[src/rtl/core_pkg.sv]
// core_pkg: shared constants and types for the load/store unit.
//   - Slave region base addresses (only bits [31:24] take part in decoding).
//   - Access size encodings used on core_hb_i / bus_hb_o.
//   - LSU controller state type.
package core_pkg;

  localparam logic [31:0] UROM_BASE = 32'h0000_0000;
  localparam logic [31:0] SRAM_BASE = 32'h1000_0000;
  localparam logic [31:0] UART_BASE = 32'h2000_0000;
  localparam logic [31:0] ERAM_BASE = 32'h8000_0000;

  localparam logic [1:0] HB_BYTE = 2'b00;
  localparam logic [1:0] HB_HALF = 2'b01;
  localparam logic [1:0] HB_WORD = 2'b10;

  typedef enum logic [1:0] {
    ST_IDLE = 2'd0,
    ST_REQ  = 2'd1,
    ST_RESP = 2'd2
  } lsu_state_e;

  // Address tag (bits [31:24]) of region idx. Indices 4..7 are spare regions
  // that only decode when NUM_SLAVES is raised above 4.
  function automatic logic [7:0] region_tag(input logic [2:0] idx);
    logic [7:0] tag;
    case (idx)
      3'd0:    tag = UROM_BASE[31:24];
      3'd1:    tag = SRAM_BASE[31:24];
      3'd2:    tag = UART_BASE[31:24];
      3'd3:    tag = ERAM_BASE[31:24];
      3'd4:    tag = 8'h90;
      3'd5:    tag = 8'hA0;
      3'd6:    tag = 8'hB0;
      default: tag = 8'hC0;
    endcase
    return tag;
  endfunction

endpackage

[src/rtl/lsu_align.sv]
// lsu_align: combinational data alignment for the load/store unit.
//   hb_i      : access size (HB_BYTE / HB_HALF / HB_WORD)
//   uns_i     : 1 = zero-extend loads, 0 = sign-extend
//   off_i     : byte offset addr[1:0]
//   ld_raw_i  : raw 32-bit slave read word
//   ld_data_o : load data shifted down to bit 0 and extended
//   st_raw_i  : LSB-aligned store data from the core
//   st_data_o : store data replicated across all byte lanes
module lsu_align
  import core_pkg::*;
(
  input  logic [1:0]  hb_i,
  input  logic        uns_i,
  input  logic [1:0]  off_i,
  input  logic [31:0] ld_raw_i,
  output logic [31:0] ld_data_o,
  input  logic [31:0] st_raw_i,
  output logic [31:0] st_data_o
);

  logic [31:0] shifted;

  always_comb begin
    shifted = ld_raw_i >> {off_i, 3'b000};
    case (hb_i)
      HB_BYTE: ld_data_o = uns_i ? {24'h0, shifted[7:0]}
                                 : {{24{shifted[7]}}, shifted[7:0]};
      HB_HALF: ld_data_o = uns_i ? {16'h0, shifted[15:0]}
                                 : {{16{shifted[15]}}, shifted[15:0]};
      default: ld_data_o = shifted;
    endcase
  end

  always_comb begin
    case (hb_i)
      HB_BYTE: st_data_o = {4{st_raw_i[7:0]}};
      HB_HALF: st_data_o = {2{st_raw_i[15:0]}};
      default: st_data_o = st_raw_i;
    endcase
  end

endmodule

[src/rtl/lsu_ctrl.sv]
// lsu_ctrl: registered load/store unit between the core memory stage and the
// shared system bus.
//   Parameters: NUM_SLAVES (1..8 decoded regions), NOARB_MASK (regions that
//   complete without a bus request), TIMEOUT (grant wait limit in REQ).
//   Core side : core_req_i/we/hb/uns/addr/wdata in; core_rdata_o, core_busy_o,
//               core_done_o (one-cycle pulse), core_err_o (valid with done).
//   Bus side  : bus_addr/wdata/we/hb/ce/req out, bus_gnt_i in,
//               slave_rdata_i (slave n at [32n+31:32n]).
//   Clock clk_i rising edge; rst_i asynchronous, active-high.
module lsu_ctrl
  import core_pkg::*;
#(
  parameter int unsigned NUM_SLAVES = 4,
  parameter logic [7:0]  NOARB_MASK = 8'h01,
  parameter int unsigned TIMEOUT    = 15
) (
  input  logic                      clk_i,
  input  logic                      rst_i,
  input  logic                      core_req_i,
  input  logic                      core_we_i,
  input  logic [1:0]                core_hb_i,
  input  logic                      core_uns_i,
  input  logic [31:0]               core_addr_i,
  input  logic [31:0]               core_wdata_i,
  output logic [31:0]               core_rdata_o,
  output logic                      core_busy_o,
  output logic                      core_done_o,
  output logic                      core_err_o,
  input  logic [32*NUM_SLAVES-1:0]  slave_rdata_i,
  output logic [31:0]               bus_addr_o,
  output logic [31:0]               bus_wdata_o,
  output logic                      bus_we_o,
  output logic [1:0]                bus_hb_o,
  output logic [7:0]                bus_ce_o,
  output logic                      bus_req_o,
  input  logic                      bus_gnt_i
);

  localparam logic [4:0] TIMEOUT_C = 5'(TIMEOUT);

  lsu_state_e  state_q, state_d;
  logic [23:0] addr_q, addr_d;
  logic [1:0]  hb_q, hb_d;
  logic        we_q, we_d;
  logic        uns_q, uns_d;
  logic [31:0] wdata_q, wdata_d;
  logic [2:0]  idx_q, idx_d;
  logic        noarb_q, noarb_d;
  logic [4:0]  cnt_q, cnt_d;
  logic        err_q, err_d;
  logic [31:0] rdata_q, rdata_d;

  logic        hit;
  logic [2:0]  hit_idx;
  logic        acc_err;
  logic [31:0] sel_rdata;
  logic [31:0] ld_data;
  logic [31:0] st_data;
  logic [4:0]  cnt_inc;
  logic        in_req;

  // Region decode and access legality, evaluated on the live core request.
  always_comb begin
    hit     = 1'b0;
    hit_idx = '0;
    for (int unsigned i = 0; i < NUM_SLAVES; i++) begin
      if (core_addr_i[31:24] == region_tag(3'(i))) begin
        hit     = 1'b1;
        hit_idx = 3'(i);
      end
    end
    acc_err = !hit
           || (core_hb_i == 2'b11)
           || (core_hb_i == HB_HALF && core_addr_i[0])
           || (core_hb_i == HB_WORD && core_addr_i[1:0] != 2'b00);
  end

  always_comb begin
    sel_rdata = '0;
    for (int unsigned i = 0; i < NUM_SLAVES; i++) begin
      if (idx_q == 3'(i)) sel_rdata = slave_rdata_i[32*i +: 32];
    end
  end

  lsu_align u_align (
    .hb_i      (hb_q),
    .uns_i     (uns_q),
    .off_i     (addr_q[1:0]),
    .ld_raw_i  (sel_rdata),
    .ld_data_o (ld_data),
    .st_raw_i  (wdata_q),
    .st_data_o (st_data)
  );

  assign cnt_inc = cnt_q + 5'd1;

  always_comb begin
    state_d = state_q;
    addr_d  = addr_q;
    hb_d    = hb_q;
    we_d    = we_q;
    uns_d   = uns_q;
    wdata_d = wdata_q;
    idx_d   = idx_q;
    noarb_d = noarb_q;
    cnt_d   = cnt_q;
    err_d   = err_q;
    rdata_d = rdata_q;

    case (state_q)
      ST_IDLE: begin
        cnt_d = '0;
        if (core_req_i) begin
          addr_d  = core_addr_i[23:0];
          hb_d    = core_hb_i;
          we_d    = core_we_i;
          uns_d   = core_uns_i;
          wdata_d = core_wdata_i;
          idx_d   = hit_idx;
          noarb_d = NOARB_MASK[hit_idx];
          err_d   = acc_err;
          if (acc_err) begin
            rdata_d = '0;
            state_d = ST_RESP;
          end else begin
            state_d = ST_REQ;
          end
        end
      end
      ST_REQ: begin
        // Grant wins over a timeout landing in the same cycle.
        if (noarb_q || bus_gnt_i) begin
          rdata_d = ld_data;
          err_d   = 1'b0;
          state_d = ST_RESP;
        end else begin
          cnt_d = cnt_inc;
          if (cnt_inc == TIMEOUT_C) begin
            rdata_d = '0;
            err_d   = 1'b1;
            state_d = ST_RESP;
          end
        end
      end
      ST_RESP: begin
        state_d = ST_IDLE;
      end
      default: begin
        state_d = ST_IDLE;
      end
    endcase
  end

  always_ff @(posedge clk_i or posedge rst_i) begin
    if (rst_i) begin
      state_q <= ST_IDLE;
      addr_q  <= '0;
      hb_q    <= '0;
      we_q    <= 1'b0;
      uns_q   <= 1'b0;
      wdata_q <= '0;
      idx_q   <= '0;
      noarb_q <= 1'b0;
      cnt_q   <= '0;
      err_q   <= 1'b0;
      rdata_q <= '0;
    end else begin
      state_q <= state_d;
      addr_q  <= addr_d;
      hb_q    <= hb_d;
      we_q    <= we_d;
      uns_q   <= uns_d;
      wdata_q <= wdata_d;
      idx_q   <= idx_d;
      noarb_q <= noarb_d;
      cnt_q   <= cnt_d;
      err_q   <= err_d;
      rdata_q <= rdata_d;
    end
  end

  // Bus outputs are decoded from registered state only and are quiet
  // outside REQ, so an access rejected in IDLE never touches the bus.
  assign in_req       = (state_q == ST_REQ);
  assign bus_ce_o     = in_req ? (8'b1 << idx_q) : '0;
  assign bus_req_o    = in_req && !noarb_q;
  assign bus_addr_o   = in_req ? {8'h00, addr_q} : '0;
  assign bus_wdata_o  = in_req ? st_data : '0;
  assign bus_we_o     = in_req && we_q;
  assign bus_hb_o     = in_req ? hb_q : '0;

  assign core_busy_o  = (state_q != ST_IDLE);
  assign core_done_o  = (state_q == ST_RESP);
  assign core_err_o   = core_done_o && err_q;
  assign core_rdata_o = rdata_q;

endmodule

[config.mk]
export PLATFORM = sky130hd
export DESIGN_NAME = lsu_ctrl
export DESIGN_NICKNAME = d
export VERILOG_FILES = /design/src/rtl/core_pkg.sv /design/src/rtl/lsu_align.sv /design/src/rtl/lsu_ctrl.sv
export SDC_FILE = /design/constraint.sdc
export NUM_CORES = 1
export LEC_CHECK = 0
export CORE_ASPECT_RATIO = 1.5
export CORE_MARGIN = 2
export CORE_UTILIZATION = 37
export DETAILED_ROUTE_END_ITERATION = 8
export PLACE_DENSITY = 0.78
export RECOVER_POWER = 25
export SLEW_MARGIN = 20
export SYNTH_ARGS = -nofsm -noshare
export SYNTH_HDL_FRONTEND = slang
export SYNTH_SLANG_ARGS = --single-unit
[constraint.sdc]
create_clock -name clk_i -period 3 [get_ports clk_i]
set_input_delay 0.3 -clock clk_i [delete_from_list [all_inputs] [get_ports clk_i]]
set_output_delay 0.3 -clock clk_i [all_outputs]
set_load 0.02 [all_outputs]
# After elaboration in Yosys (flattened, before gate mapping)
# Memories as Yosys holds them, arrays and structs flattened. A register that Yosys moved wholly into a read port is not among the register bits.
# Cells that the tools add are included.
# classes
n_eq_ne	17
mux	35
magnitude_cmp	0
bitwise	0
reduce_logical	23
n_mul	0
div_mod_pow	0
addsub	1
n_shift	2
# ops
op	n
2-to-1 mux 32 bit	11
one-hot mux 32 bit (2 select lines)	3
>> shifter 32 x 5 -> 32 bit	1
2-to-1 mux 24 bit	1
2-to-1 mux 2 bit	5
one-hot mux 5 bit (2 select lines)	1
== test 8 x 5 -> 1 bit, second input constant	1
== test 8 x 6 -> 1 bit, second input constant	1
== test 8 bit, second input constant	1
zero test 8 bit	1
2-to-1 mux 1 bit	8
2-to-1 mux 8 bit	1
<< shifter 1 x 3 -> 8 bit, first input constant	1
== test 2 x 1 -> 1 bit, second input constant	3
== test 2 bit, second input constant	3
== test 3 x 2 -> 1 bit, second input constant	2
2-to-1 mux 3 bit	2
!= test 2 bit, second input constant	3
AND reduction 2 bit	3
nonzero test 2 bit	3
adder 5 x 1 -> 5 bit, second input constant	1
== test 5 x 4 -> 1 bit, second input constant	1
logical AND 1 bit	5
2-to-1 mux 5 bit	1
other kinds (10)	15
# word_totals
in_bits	200
regBits	103
latch_bits	0
memories	1
wordCells	89
ram_bits	0
romBits	8
out_inout_bits	111
# mem_list
name	depth	word_bits	read_ports	rd_ports_with_merged_regs	write_ports	line	source
(name not given)	8	1	1	1	0	lsu_ctrl.sv:120	noarb_d = NOARB_MASK[hit_idx];

# Longest topological paths before layout
# logic_depth
depth_word	12
ltp_mapped	9
ltp_nobuf	7

# Cells and area by module
# Synthesis repeated with hierarchy kept, for this count alone.
# unflattened
cells_unflattened	818
hier_area_um2	7096.8
# modules_own_cells
mod	seq_area_each_um2	cells_per_inst	area_per_inst_um2	instances
lsu_ctrl	2577.5	634	5784.3	1
lsu_align	0.0	184	1312.5	1

# Worst setup path after synthesis
# Ideal clock, no wire load.
# synth_timing
kind	register -> register
startpoint	reg idx_q[0]
endpoint	reg rdata_q[1], in the netlist core_rdata_o[1]
t_arrival_ns	2.038
path_stages_with_launch	9
slack_ns	0.841
setup_ns	0.121
period_less_slack_ns	2.159
n_path_buf	3
path_cell_list	dfrtp_1 -> buf_6 -> buf_4 -> buf_2 -> mux4_2 -> nor2b_1 -> a211oi_1 -> a21oi_1 -> a22o_1
# synth_between
elab_chain_cells	10
# synth_lines
item	line	source
from (decl)	lsu_ctrl.sv:47	logic [2:0] idx_q, idx_d;
from (signal assigned)	lsu_ctrl.sv:174	idx_q <= idx_d;
zero test 3 bit	lsu_ctrl.sv:81	if (idx_q == 3'(i)) sel_rdata = slave_rdata_i[32*i +: 32];
2-to-1 mux 32 bit (3 in a row)	lsu_ctrl.sv:81	
2-to-1 mux 32 bit *	lsu_ctrl.sv:81	
>> shifter 32 x 5 -> 32 bit *	lsu_align.sv:24	shifted = ld_raw_i >> {off_i, 3'b000};
2-to-1 mux 32 bit (on tied branches)	lsu_align.sv:28, lsu_align.sv:26	
one-hot mux 32 bit (2 select lines) *	lsu_align.sv:25	case (hb_i)
2-to-1 mux 32 bit *	lsu_ctrl.sv:132	if (noarb_q || bus_gnt_i) begin
one-hot mux 32 bit (2 select lines) *	lsu_ctrl.sv:110	case (state_q)
to (signal assigned)	lsu_ctrl.sv:178	rdata_q <= rdata_d;
to (decl)	lsu_ctrl.sv:51	logic [31:0] rdata_q, rdata_d;
# Mark *: on every way between the ends. The rest lies on a longest branch, timed or not.
# A chain may end at the register's enable or synchronous reset.

# Final worst setup path
# layout_timing
startpoint	reg idx_q[1]
endpoint	reg rdata_q[20], in the netlist core_rdata_o[20]
# The elaborated chain is that of the path after synthesis.

==> metrics.txt <==
result of the run complete, but fails checks; violated checks max-capacitance violations, max-slew violations; post-route clock period utilization 83.8%; count of placed standard cells in the final layout, fillers left out 1214; full die area 0.0181 sq mm; Clock Path Buffers 2; Yosys warning total 0; crit start category flip-flop; # Max-Cap Violations 1; maximum fanout count along the critical path 22; Clock Root Buffer clkbuf_16; data arrival at the endpoint of the critical path 2790 ps; first-pass GRT wire length 35200 microns; initial cell density of the core 37.6%; top-count cell post-synth nand2_1; Worst setup EP type flip-flop; Netlist Area Pre-Place 0.00631 sq mm; Syn-to-layout area delta 56.2%; total number of vias 6372; buffers added on ports 298; Power Density 393 mW/mm^2; routability congestion estimate 0.890; via density per instance 5.25; core area 0.0168 sq mm; adder and majority cell fraction of the synthesized area 0.555%; vias in the first global route 6494; leading area contributor after synthesis dfrtp_1; largest cells by area after synthesis dfrtp_1 (41%), nand2_1 (15%), mux4_2 (10%), mux2i_1 (5.6%), and2_1 (3.6%); combinational family with the most area after synthesis simple AND/OR/NAND/NOR gates; commonest register cell after synthesis dfrtp_1; Final TNS setup 0 ps; setup repair after global routing missed its margin no; Final HPWL DP 17900 microns; Setup Skew 8.41 ps; number of detailed-routing iterations run before antenna repair 6; total CTS buffers 9; number of levels the H-tree was split into 3; remaining max-slew budget at the tightest pin -31.1%; slew of the pin with the lowest slew margin 1960 ps; synthesized area divided by synthesized cell count 8.78 sq um; DRC violation count after routing 0; Hold WC Path Type reg -> reg; final hold violation count 0; routed wire length 22800 microns; die outline height 164 microns; post-synthesis compound-gate area fraction 10.2%; Detailed Route Iter0 Violations 278; number of synthesized flops with an enable pin 0; total overflow reported by the global router 0; Slew Viols, Final 39; antenna violations before repair 0; fraction of registers with async set/reset 100%; register-to-register setup slack 480 ps; GRT Util Overall 24.8%; XOR/XNOR share of the synthesized area 0.833%; post-route ant nets 0; Max IR drop VDD 245 uV; clock sinks 103; net count of the finished layout 1201; count of mapped cells out of synthesis 718; I/O Pins 311; post-synthesis cell type count 42; timing-limited maximum frequency 398 MHz; total inserted antenna cells 0; Crit path required time 3270 ps; sequential cell area fraction in the yosys report 40.9%; LEAKAGE 4.24 nW; most common library cells after synthesis nand2_1 (250), dfrtp_1 (103), nor2_1 (41); CTS resizes 0; share of the core filled with cells 58.8%; Cell Count Post-Placement 1198; basic-gate share of the synthesized area counting and, or, nand and nor cells 25.3%; total setup violations reported at the end of the flow 0; Worst-Skew Late Latency 340 ps; number of rows created at floorplan 58; postcts setup bufs 0; final worst path period need 2520 ps; share of final-layout standard cells stronger than drive strength 1 8.17%; CTS clock-pin slew for the worst setup and hold paths 70 ps; largest net degree at the start of global routing 41; detail-routed net length per standard cell 18.8 microns; TritonCTS clock tree yes; Seq cells post-synth 103; area share of the largest cell type after synthesis 40.9%; hold-fix buffers at CTS 0; kind of critical path reg -> reg; multiplexer fraction of the synthesized cell area 16.9%; Die Span X 111 microns
## power by group
part / total (mW) / leakage (nW) / internal [mW] / switching (mW)
combinational: 0.934 / 2.75 / 0.476 / 0.458
sequential: 1.62 / 1.33 / 1.51 / 0.112
clock: 1.32 / 0.165 / 0.753 / 0.564
## layout by cell type, fill, tap and decap left out, types with 3 or more instances in the layout
cell type          n
a211oi_1           8
o211ai_1           3
a22o_1             9
buf_12             3
inv_6              3
nor2_1            39
conb_1            12
clkbuf_16          9
inv_1              6
mux2i_1           35
o41ai_1            3
buf_4             19
mux2_4             4
clkdlybuf4s50_1  297
and2_1            36
nand3_1           14
nand3b_1           3
nand2_1          249
nor3_1             6
a32o_1            16
nor2b_1           10
xor2_1             4
a21oi_1           25
dfrtp_1          100
dfrtp_2            3
mux4_2            29
o21ai_0           26
## registers in the layout, indices dropped and copies added (netlist names), 2 cells and up
| signal | cells |
|---|---|
| core_rdata_o | 32 |
| addr_q | 24 |
| cnt_q | 5 |
| wdata_q | 32 |
| state_q | 2 |
| hb_q | 2 |
| idx_q | 2 |
## layout make-up
type | count | area, sq um
Clock buffer | 9 | 225
Clock inverter | 7 | 109
Fill cell | 1497 | 6910
Inverter | 7 | 27.5
Multi-Input combinational cell | 556 | 3450
Sequential cell | 103 | 2580
Tap cell | 210 | 263
Timing Repair Buffer | 322 | 3190
## worst paths after layout
path | depth (start not counted) | start | endpoint
worst max-delay path | 6 | idx_q[1]$_DFFE_PP0P_ | core_rdata_o[20]$_DFFE_PP0P_
worst min-delay path | 2 | addr_q[16]$_DFFE_PP0P_ | addr_q[16]$_DFFE_PP0P_
worst max register to register | 6 | idx_q[1]$_DFFE_PP0P_ | core_rdata_o[20]$_DFFE_PP0P_
worst min register to register | 2 | addr_q[16]$_DFFE_PP0P_ | addr_q[16]$_DFFE_PP0P_
max in group asynchronous | 3 | rst_i | wdata_q[25]$_DFFE_PP0P_
min in group asynchronous | 2 | rst_i | addr_q[15]$_DFFE_PP0P_
## cell families after synthesis
family / Yosys count
adder cells (fa/ha/maj): 3
buffers and inverters: 70
flip-flops: 103
other: 1
multiplexers: 68
AO/OA/AOI/OAI: 96
XOR/XNOR: 6
AND/OR/NAND/NOR: 371
## layer usage
metal / wire (microns) / track usage, % / part of all wire, % / up-vias
li1: - / - / - / 2977
met1: 8020 / 26.1 / 35 / 3018
met2: 11900 / 45.3 / 52 / 320
met3: 1640 / 6.24 / 7.2 / 57
met4: 1220 / 14.0 / 5.4 / 0
met5: 0 / 0 / 0 / -
## worst max-delay path: stages, from the launching register on
cell	delay (ps)
dfrtp_2	670
buf_4	350
nand3b_1	160
nand4_1	230
o41ai_1	460
nand3b_4	340
a32o_1	210
## metrics by stage
step	hold slack, ps	power (mW)	setup slack, ps	area (sq um)
after global routing	470	4.07	343	9850
after floorplan	396	2.12	841	6350
after CTS	459	3.91	469	9860
after global placement	449	2.56	552	9530
final	466	3.87	485	9850
after detailed placement	454	2.58	488	9530
(Power assumes the default switching activity.)
